--- config.mk ---
export PLATFORM = sky130hd
export DESIGN_NAME = mem_wb_stage
export DESIGN_NICKNAME = d
export VERILOG_FILES = /design/src/rtl/mem_wb_stage.sv
export SDC_FILE = /design/constraint.sdc
export NUM_CORES = 1
export LEC_CHECK = 0
export CELL_PAD_IN_SITES_DETAIL_PLACEMENT = 1
export CELL_PAD_IN_SITES_GLOBAL_PLACEMENT = 2
export CORE_UTILIZATION = 15
export CTS_CLUSTER_DIAMETER = 200
export DETAILED_ROUTE_END_ITERATION = 8
export PLACE_DENSITY_LB_ADDON = 0.2
export SLEW_MARGIN = 20
export SYNTH_ARGS = -nofsm -noshare
export SYNTH_HDL_FRONTEND = slang
export SYNTH_SLANG_ARGS = --single-unit
--- constraint.sdc ---
create_clock -name clk -period 1.74 [get_ports clk]
set_clock_uncertainty 0.15 [all_clocks]
set_input_delay 0.174 -clock clk [delete_from_list [all_inputs] [get_ports clk]]
set_output_delay 0.174 -clock clk [all_outputs]
set_load 0.01 [all_outputs]
--- src/rtl/mem_wb_stage.sv ---
// -----------------------------------------------------------------------------
// mem_wb_stage
//
// Purpose:
//   MEM pipeline stage placed directly after the EX/MEM register. It performs a
//   word load or store against an external data memory over a req/ready
//   handshake. While the memory is busy it stalls the upstream stages. It also
//   holds the MEM/WB pipeline register that feeds write-back.
//   A timeout counter aborts accesses that never complete. Accesses whose
//   address is not word aligned are rejected without issuing a request.
//
// Parameters:
//   TIMEOUT  maximum number of cycles dmem_req stays high for one access before
//            the access is aborted (legal range 2..255)
//   ADDR_W   width of dmem_addr (at most 32)
//
// Ports:
//   clk, reset                  clock; synchronous active-low reset
//   alu_result, rs2_data, rd    EX/MEM data: address or ALU result, store data,
//                               destination register
//   reg_write, mem_read,
//   mem_write, mem_to_reg       EX/MEM control bits
//   dmem_req, dmem_we,
//   dmem_addr, dmem_wdata       data memory request side
//   dmem_rdata, dmem_ready      data memory response side
//   stall                       freezes PC, IF/ID, ID/EX and EX/MEM
//   wb_*                        MEM/WB register contents
//   misaligned_err, bus_err     registered one-cycle error pulses
// -----------------------------------------------------------------------------
module mem_wb_stage #(
    parameter int unsigned TIMEOUT = 16,
    parameter int unsigned ADDR_W  = 32
) (
    input  logic              clk,
    input  logic              reset,

    input  logic [31:0]       alu_result,
    input  logic [31:0]       rs2_data,
    input  logic [4:0]        rd,
    input  logic              reg_write,
    input  logic              mem_read,
    input  logic              mem_write,
    input  logic              mem_to_reg,

    output logic              dmem_req,
    output logic              dmem_we,
    output logic [ADDR_W-1:0] dmem_addr,
    output logic [31:0]       dmem_wdata,
    input  logic [31:0]       dmem_rdata,
    input  logic              dmem_ready,

    output logic              stall,

    output logic [31:0]       wb_alu_result,
    output logic [31:0]       wb_mem_data,
    output logic [4:0]        wb_rd,
    output logic              wb_reg_write,
    output logic              wb_mem_to_reg,

    output logic              misaligned_err,
    output logic              bus_err
);

    typedef enum logic {
        IDLE = 1'b0,
        WAIT = 1'b1
    } state_t;

    // Value wait_cnt holds in the last cycle an access may stay outstanding.
    localparam logic [7:0] CNT_LAST = 8'(TIMEOUT - 1);

    state_t     state;
    state_t     state_nxt;
    logic [7:0] wait_cnt;
    logic [7:0] wait_cnt_nxt;

    logic access;
    logic is_load;
    logic aligned;
    logic go;
    logic misaligned;
    logic abort;
    logic stall_int;

    // -------------------------------------------------------------------------
    // Access decode
    // -------------------------------------------------------------------------
    // When mem_read and mem_write are both set, the access is treated as a store.
    assign access     = mem_read | mem_write;
    assign is_load    = mem_read & ~mem_write;
    assign aligned    = (alu_result[1:0] == 2'b00);
    assign go         = access & aligned;
    assign misaligned = access & ~aligned;

    // An abort happens only in the final permitted cycle, and only when the
    // memory is still not ready. A ready in that same cycle is a completion.
    assign abort      = (state == WAIT) & ~dmem_ready & (wait_cnt == CNT_LAST);
    assign stall_int  = go & ~dmem_ready & ~abort;

    // -------------------------------------------------------------------------
    // Memory interface
    // -------------------------------------------------------------------------
    // The request is driven straight from the frozen EX/MEM contents. It stays
    // high for every cycle of the access and needs no state of its own.
    assign dmem_req   = go;
    assign dmem_we    = mem_write;
    assign dmem_addr  = alu_result[ADDR_W-1:0];
    assign dmem_wdata = rs2_data;
    assign stall      = stall_int;

    // -------------------------------------------------------------------------
    // Access FSM: state register
    // -------------------------------------------------------------------------
    always_ff @(posedge clk) begin
        if (!reset) begin
            state    <= IDLE;
            wait_cnt <= 8'd0;
        end else begin
            // NOTE: sequential state uses non-blocking assignments so every flop
            // samples the pre-edge values, whatever order the blocks run in.
            state    <= state_nxt;
            wait_cnt <= wait_cnt_nxt;
        end
    end

    // -------------------------------------------------------------------------
    // Access FSM: next state
    // -------------------------------------------------------------------------
    // wait_cnt counts the cycles dmem_req has already been high for this access.
    always_comb begin
        // NOTE: defaults come first so that every path assigns every output.
        // A path that skips an assignment would infer a latch.
        state_nxt    = state;
        wait_cnt_nxt = wait_cnt;
        case (state)
            IDLE: begin
                // A zero-wait access completes here and never leaves IDLE.
                if (go && !dmem_ready) begin
                    state_nxt    = WAIT;
                    wait_cnt_nxt = 8'd1;
                end
            end
            WAIT: begin
                if (dmem_ready || abort) begin
                    state_nxt    = IDLE;
                    wait_cnt_nxt = 8'd0;
                end else begin
                    wait_cnt_nxt = wait_cnt + 8'd1;
                end
            end
            default: begin
                state_nxt    = IDLE;
                wait_cnt_nxt = 8'd0;
            end
        endcase
    end

    // -------------------------------------------------------------------------
    // MEM/WB pipeline register and error pulses
    // -------------------------------------------------------------------------
    // A bubble is loaded in three cases: while stalled, on an abort, and on a
    // rejected misaligned access. All fields are zeroed in a bubble, not only
    // wb_reg_write, so the register contents stay deterministic.
    always_ff @(posedge clk) begin
        if (!reset) begin
            wb_alu_result  <= 32'd0;
            wb_mem_data    <= 32'd0;
            wb_rd          <= 5'd0;
            wb_reg_write   <= 1'b0;
            wb_mem_to_reg  <= 1'b0;
            misaligned_err <= 1'b0;
            bus_err        <= 1'b0;
        end else begin
            if (stall_int || abort || misaligned) begin
                wb_alu_result <= 32'd0;
                wb_mem_data   <= 32'd0;
                wb_rd         <= 5'd0;
                wb_reg_write  <= 1'b0;
                wb_mem_to_reg <= 1'b0;
            end else begin
                wb_alu_result <= alu_result;
                wb_mem_data   <= is_load ? dmem_rdata : 32'd0;
                wb_rd         <= rd;
                // x0 is never written, and stores never write the register file.
                wb_reg_write  <= reg_write & (rd != 5'd0) & ~mem_write;
                wb_mem_to_reg <= mem_to_reg;
            end
            misaligned_err <= misaligned;
            bus_err        <= abort;
        end
    end

endmodule

* Yosys cells after proc, flatten, opt, wreduce, memory -nomap -nowiden
Cells that the tools add are included.
** Word-level totals
- Bits in registers :: 82
- Input port bits :: 108
- Output and inout port bits :: 140
** Cells by class
- Add/sub/neg operators :: 1
- Reduce and logical (&&, ||, !) cells :: 9
- Eq/ne operators :: 2
- Mux-type cells :: 6
- Bitwise operators :: 17
** Operators with widths (number)
- $mux 8 :: 2
- $pmux 8 s2 :: 1
- $and 1x1->1 :: 9
- $add 8x1->8 const B :: 1
- $eq 8x4->1 const B :: 1
- $not 1->1 :: 7
- $reduce_bool 5->1 :: 1
- $logic_or 1x1->1 :: 3
- $reduce_or 3->1 :: 1
- $logic_not 2->1 :: 1
- $mux 1 :: 2
- $ne 2x2->1 const B :: 1
- $pmux 1 s2 :: 1
- $reduce_or 2->1 :: 1
- $logic_and 1x1->1 :: 1
- $logic_not 1->1 :: 1
- $or 1x1->1 :: 1

* Logic depth before layout (Yosys ltp)
- Depth in word-level cells :: 8
- Depth in mapped cells :: 7

* Worst setup path before layout
No wires, ideal clock.
- Kind :: register -> register
- From :: register wait_cnt[7]
- To :: register wb_alu_result[25]
- Data required time :: 1477 ps
- Library setup time :: 113 ps
- Cell stages (with the launch flop) :: 7
- Arrival time :: 1573 ps
- Path slack :: -96 ps
- Cell sequence :: dfxtp_1 -> or4_4 -> nor3_4 -> nor2_2 -> buf_6 -> buf_8 -> and2_4
** Between the ends
- Word-level cells in the longest chain between the ends :: 7
** RTL lines
- start, declared :: line 74 : logic [7:0] wait_cnt;
- start signal, assigned :: line 122 : wait_cnt <= wait_cnt_nxt;
- $eq 8x4->1 * :: line 97 : assign abort = (state == WAIT) & ~dmem_ready & (wait_cnt == CNT_LAST);
- $and 1x1->1 * :: line 97
- $not 1->1 :: line 98 : assign stall_int = go & ~dmem_ready & ~abort;
- $and 1x1->1 :: line 98
- $logic_or 1x1->1 * (2 in a row) :: line 174 : if (stall_int || abort || misaligned) begin
- $reduce_or 2->1 (no source line) *
- end signal, assigned :: line 181 : wb_alu_result <= alu_result;
- end, declared :: line 54 : output logic [31:0] wb_alu_result,
Mark *: on every way between the ends. The rest lies on a longest branch, timed or not.
A chain may end at the register's enable or synchronous reset.

* Worst setup path in the final report
- From :: register wait_cnt[7]
- To :: register wb_alu_result[24]
The elaborated chain is that of the path after synthesis.

==> flow_metrics.env <==
export IMPL_outcome="finished, violations left"
export IMPL_violations_in_the_final_reports="setup timing"
export IMPL_min_delay_path_depth=0
export IMPL_first_global_vias=2547
export IMPL_crit_path_end_kind="flip-flop"
export IMPL_tightest_slew_margin_relative_to_the_limit_pct=73.1
export IMPL_drive_gt1_share_pct=23.2
export IMPL_synth_cells=285
export IMPL_placedInstanceArea_mm2=0.00498
export IMPL_gp_congestion=0.686
export IMPL_finalWorstPathRequiredPeriod_ns=1.99
export IMPL_dpl_hpwl_mm=7.24
export IMPL_worst_path_stages=7
export IMPL_number_of_ports_placed_on_the_die_boundary=248
export IMPL_worst_setup_path_type="reg2reg"
export IMPL_number_of_placement_rows=51
export IMPL_most_numerous_cell_in_the_yosys_netlist="sky130_fd_sc_hd__dfxtp_1"
export IMPL_synth_mux_area_fraction_pct=0
export IMPL_die_area_mm2=0.0208
export IMPL_cts_inserted_buffers=9
export IMPL_timing_critical_path_max_delay_family="simple AND/OR/NAND/NOR gates"
export IMPL_cpMostUsedCell="sky130_fd_sc_hd__buf_12"
export IMPL_total_grt_usage_pct=8.83
export IMPL_ir_drop_v=0.000402
export IMPL_ys_async_sr_fraction_pct=0
export IMPL_die_x_um=144
export IMPL_coreArea_mm2=0.0197
export IMPL_flow_area_growth_from_synthesis_pct=78.3
export IMPL_timing_critical_path_buf_inv=3
export IMPL_critPathMaxFanout=15
export IMPL_detailedRoute_firstIterationViolations=43
export IMPL_tritoncts_clock_tree="yes"
export IMPL_rsz_0062_raised_after_global_routing="true"
export IMPL_r2r_cells=7
export IMPL_synth_xor_area_share_pct=0
export IMPL_power_leakage_nw=2.08
export IMPL_yosys_top_cells_count="sky130_fd_sc_hd__dfxtp_1 (82), sky130_fd_sc_hd__buf_4 (65), sky130_fd_sc_hd__and2_1 (55), sky130_fd_sc_hd__and2_4 (10)"
export IMPL_global_route_overflow_total=0
export IMPL_powerDensity_mw_per_mm2=823
export IMPL_startpoint_type="flip-flop"
export IMPL_synth_simple_gate_area_share_pct=23.0
export IMPL_ys_ff_latch=82
export IMPL_syn_cell_area_mm2=0.00303
export IMPL_slowest_delay_ns=0.56
export IMPL_clockBufferDepth=2
export IMPL_clock_sinks=82
export IMPL_cts_root_buf="sky130_fd_sc_hd__clkbuf_16"
export IMPL_numPlacedInstances=695
export IMPL_wl_per_cell_um=12.9
export IMPL_syn_mean_instance_area_um2=10.6
export IMPL_syn_nets=394
export IMPL_max_freq_mhz=504
export IMPL_clk_pin_slew_ns=0.07
export IMPL_synth_top_cell_by_area="sky130_fd_sc_hd__dfxtp_1"
export IMPL_synth_distinct_cells=38
export IMPL_setup_ws_ns=-0.246
export IMPL_grt_max_degree=33
export IMPL_biggestRegsByFlops="wb_alu_result: 32 flops, wb_mem_data: 32 flops, wait_cnt: 8 flops"
export IMPL_synth_edff_count=0
export IMPL_ys_seq_area_share_pct=54.1
export IMPL_num_vias=2414
export IMPL_finalMaxSlewViolations=0
export IMPL_fin_cells=714
export IMPL_dr_pass1_iters=4
export IMPL_drv_cap=0
export IMPL_worstHoldPathType="in2out"
export IMPL_combinational_family_with_the_most_area_after_synthesis="simple AND/OR/NAND/NOR gates"
export IMPL_setup_viol_count_final=76
export IMPL_critical_path_arrival_ns=2.07
export IMPL_port_buffers=183
export IMPL_ant_nets=0
export IMPL_final_period_utilization_pct=114
export IMPL_drc_errors=0
export IMPL_synth_compound_gate_area_share_pct=4.50
export IMPL_grt_first_pass_wirelength_mm=13.4
export IMPL_initial_core_utilization_pct=15.4
export IMPL_grt_antenna_before_repair=0
export IMPL_hold_viol=0
export IMPL_critPathRequiredTime_ns=1.82
export IMPL_route_detailed_vias_per_inst=3.38
export IMPL_number_of_diodes=0
export IMPL_critical_path_cell_chain="or4_4, nor3_4, buf_6, nor2_2, buf_12, buf_12, and2_1"
export IMPL_design_final_nets=553
export IMPL_postRouteWirelength_mm=9.20
export IMPL_timing_worst_slew_pin_value_ns=0.400
export IMPL_area_contributors_post_synth="sky130_fd_sc_hd__dfxtp_1 (54%), sky130_fd_sc_hd__buf_4 (16%), sky130_fd_sc_hd__and2_1 (11%)"
export IMPL_floorplan_die_height_um=144
export IMPL_finalInstanceArea_mm2=0.00541
export IMPL_syn_warnings=0
export IMPL_clock_tree_htree_level_count=3
export IMPL_post_synth_top_area_fraction_pct=54.1
export IMPL_synth_adder_area_share_pct=0.413
export IMPL_dominantRegCellSynth="sky130_fd_sc_hd__dfxtp_1"
export IMPL_clkLatencyLatePin_ns=0.34
export IMPL_timing_critical_path_slowest_stage_cell="sky130_fd_sc_hd__or4_4"
-- kinds of logic after synthesis --
| family | Yosys count |
|---|---|
| compound gates | 21 |
| simple gates | 106 |
| fa+ha+maj | 1 |
| buf+inv | 75 |
| flops | 82 |
-- layout by cell type (no fill, tap or decap), types with 2 or more instances in the layout --
master,count
sky130_fd_sc_hd__nand2_1,5
sky130_fd_sc_hd__and2_4,35
sky130_fd_sc_hd__clkdlybuf4s50_1,180
sky130_fd_sc_hd__clkinv_4,3
sky130_fd_sc_hd__buf_4,26
sky130_fd_sc_hd__or4_1,3
sky130_fd_sc_hd__nor2_1,7
sky130_fd_sc_hd__and2_1,38
sky130_fd_sc_hd__inv_1,3
sky130_fd_sc_hd__dfxtp_2,2
sky130_fd_sc_hd__o21ai_0,3
sky130_fd_sc_hd__buf_12,4
sky130_fd_sc_hd__a31oi_1,2
sky130_fd_sc_hd__clkbuf_16,9
sky130_fd_sc_hd__a21oi_1,5
sky130_fd_sc_hd__dfxtp_1,80
sky130_fd_sc_hd__buf_6,7
sky130_fd_sc_hd__nor2_2,2
sky130_fd_sc_hd__nand3_1,2
-- power breakdown --
group	switching (mW)	internal (mW)
registers	0.0122	1.92
clock network	0.825	1.12
logic	0.184	0.383
total	1.02	3.43
-- final cells by class --
type / instances / area, um2
fillers: 2231 / 14200
repair buffers: 220 / 2170
flip-flops and latches: 82 / 1640
multi-input cells: 128 / 943
well taps: 265 / 332
clock buffers: 9 / 225
clock inverters: 7 / 77.6
inverters: 3 / 11.3
-- per-stage QoR --
| stage | setup TNS (ns) | hold WS, ns | setup slack (ns) | utilization, % | power (mW) |
|---|---|---|---|---|---|
| global placement | -33.00 | 0.198 | -0.501 | 25.3 | 2.53 |
| finish | -14.92 | 0.198 | -0.246 | 27.5 | 4.45 |
| detailed placement | -33.19 | 0.198 | -0.495 | 25.3 | 2.53 |
| CTS | -18.91 | 0.198 | -0.293 | 27.0 | 4.53 |
| floorplan | -0.225 | 0.0997 | -0.0225 | - | 2.24 |
| global route | -21.37 | 0.198 | -0.345 | 27.5 | 4.68 |
-- per-layer routing --
layer | share of wire (%) | wire, um | GRT usage [%] | vias up
met5 | 0 | 0 | 0 | -
met4 | 1.6 | 147 | 4.32 | 0
met3 | 9.4 | 861 | 3.61 | 12
met2 | 49 | 4540 | 14.9 | 110
met1 | 40 | 3650 | 9.53 | 1122
li1 | - | - | - | 1170
-- path summary, 6_finish.rpt --
path / start / endpoint / slack, ns
hold / removal: rs2_data[10] / dmem_wdata[10] / 0.20
setup reg to reg: wait_cnt[7]$_SDFFE_PN0P_ / wb_alu_result[24]$_SDFF_PP0_ / -0.25
hold reg to reg: wait_cnt[6]$_SDFFE_PN0P_ / wait_cnt[6]$_SDFFE_PN0P_ / 0.40
setup / recovery: wait_cnt[7]$_SDFFE_PN0P_ / wb_alu_result[24]$_SDFF_PP0_ / -0.25
-- worst register-to-register path: cells and delay by family (launching register included) --
| family | cells | cell delay (ns) |
|---|---|---|
| buffers and inverters | 3 | 0.44 |
| and+or+nand+nor | 4 | 0.97 |
| DFF | 1 | 0.32 |
-- what timing repair did --
item	in CTS	in global routing
pin swaps	2	9
buffers inserted	1	2
cloned	0	0
resized for setup	12	40
hold buffers	0	0
setup endpoints to repair	76	79
Note: power is estimated with default switching activity, not from simulation.
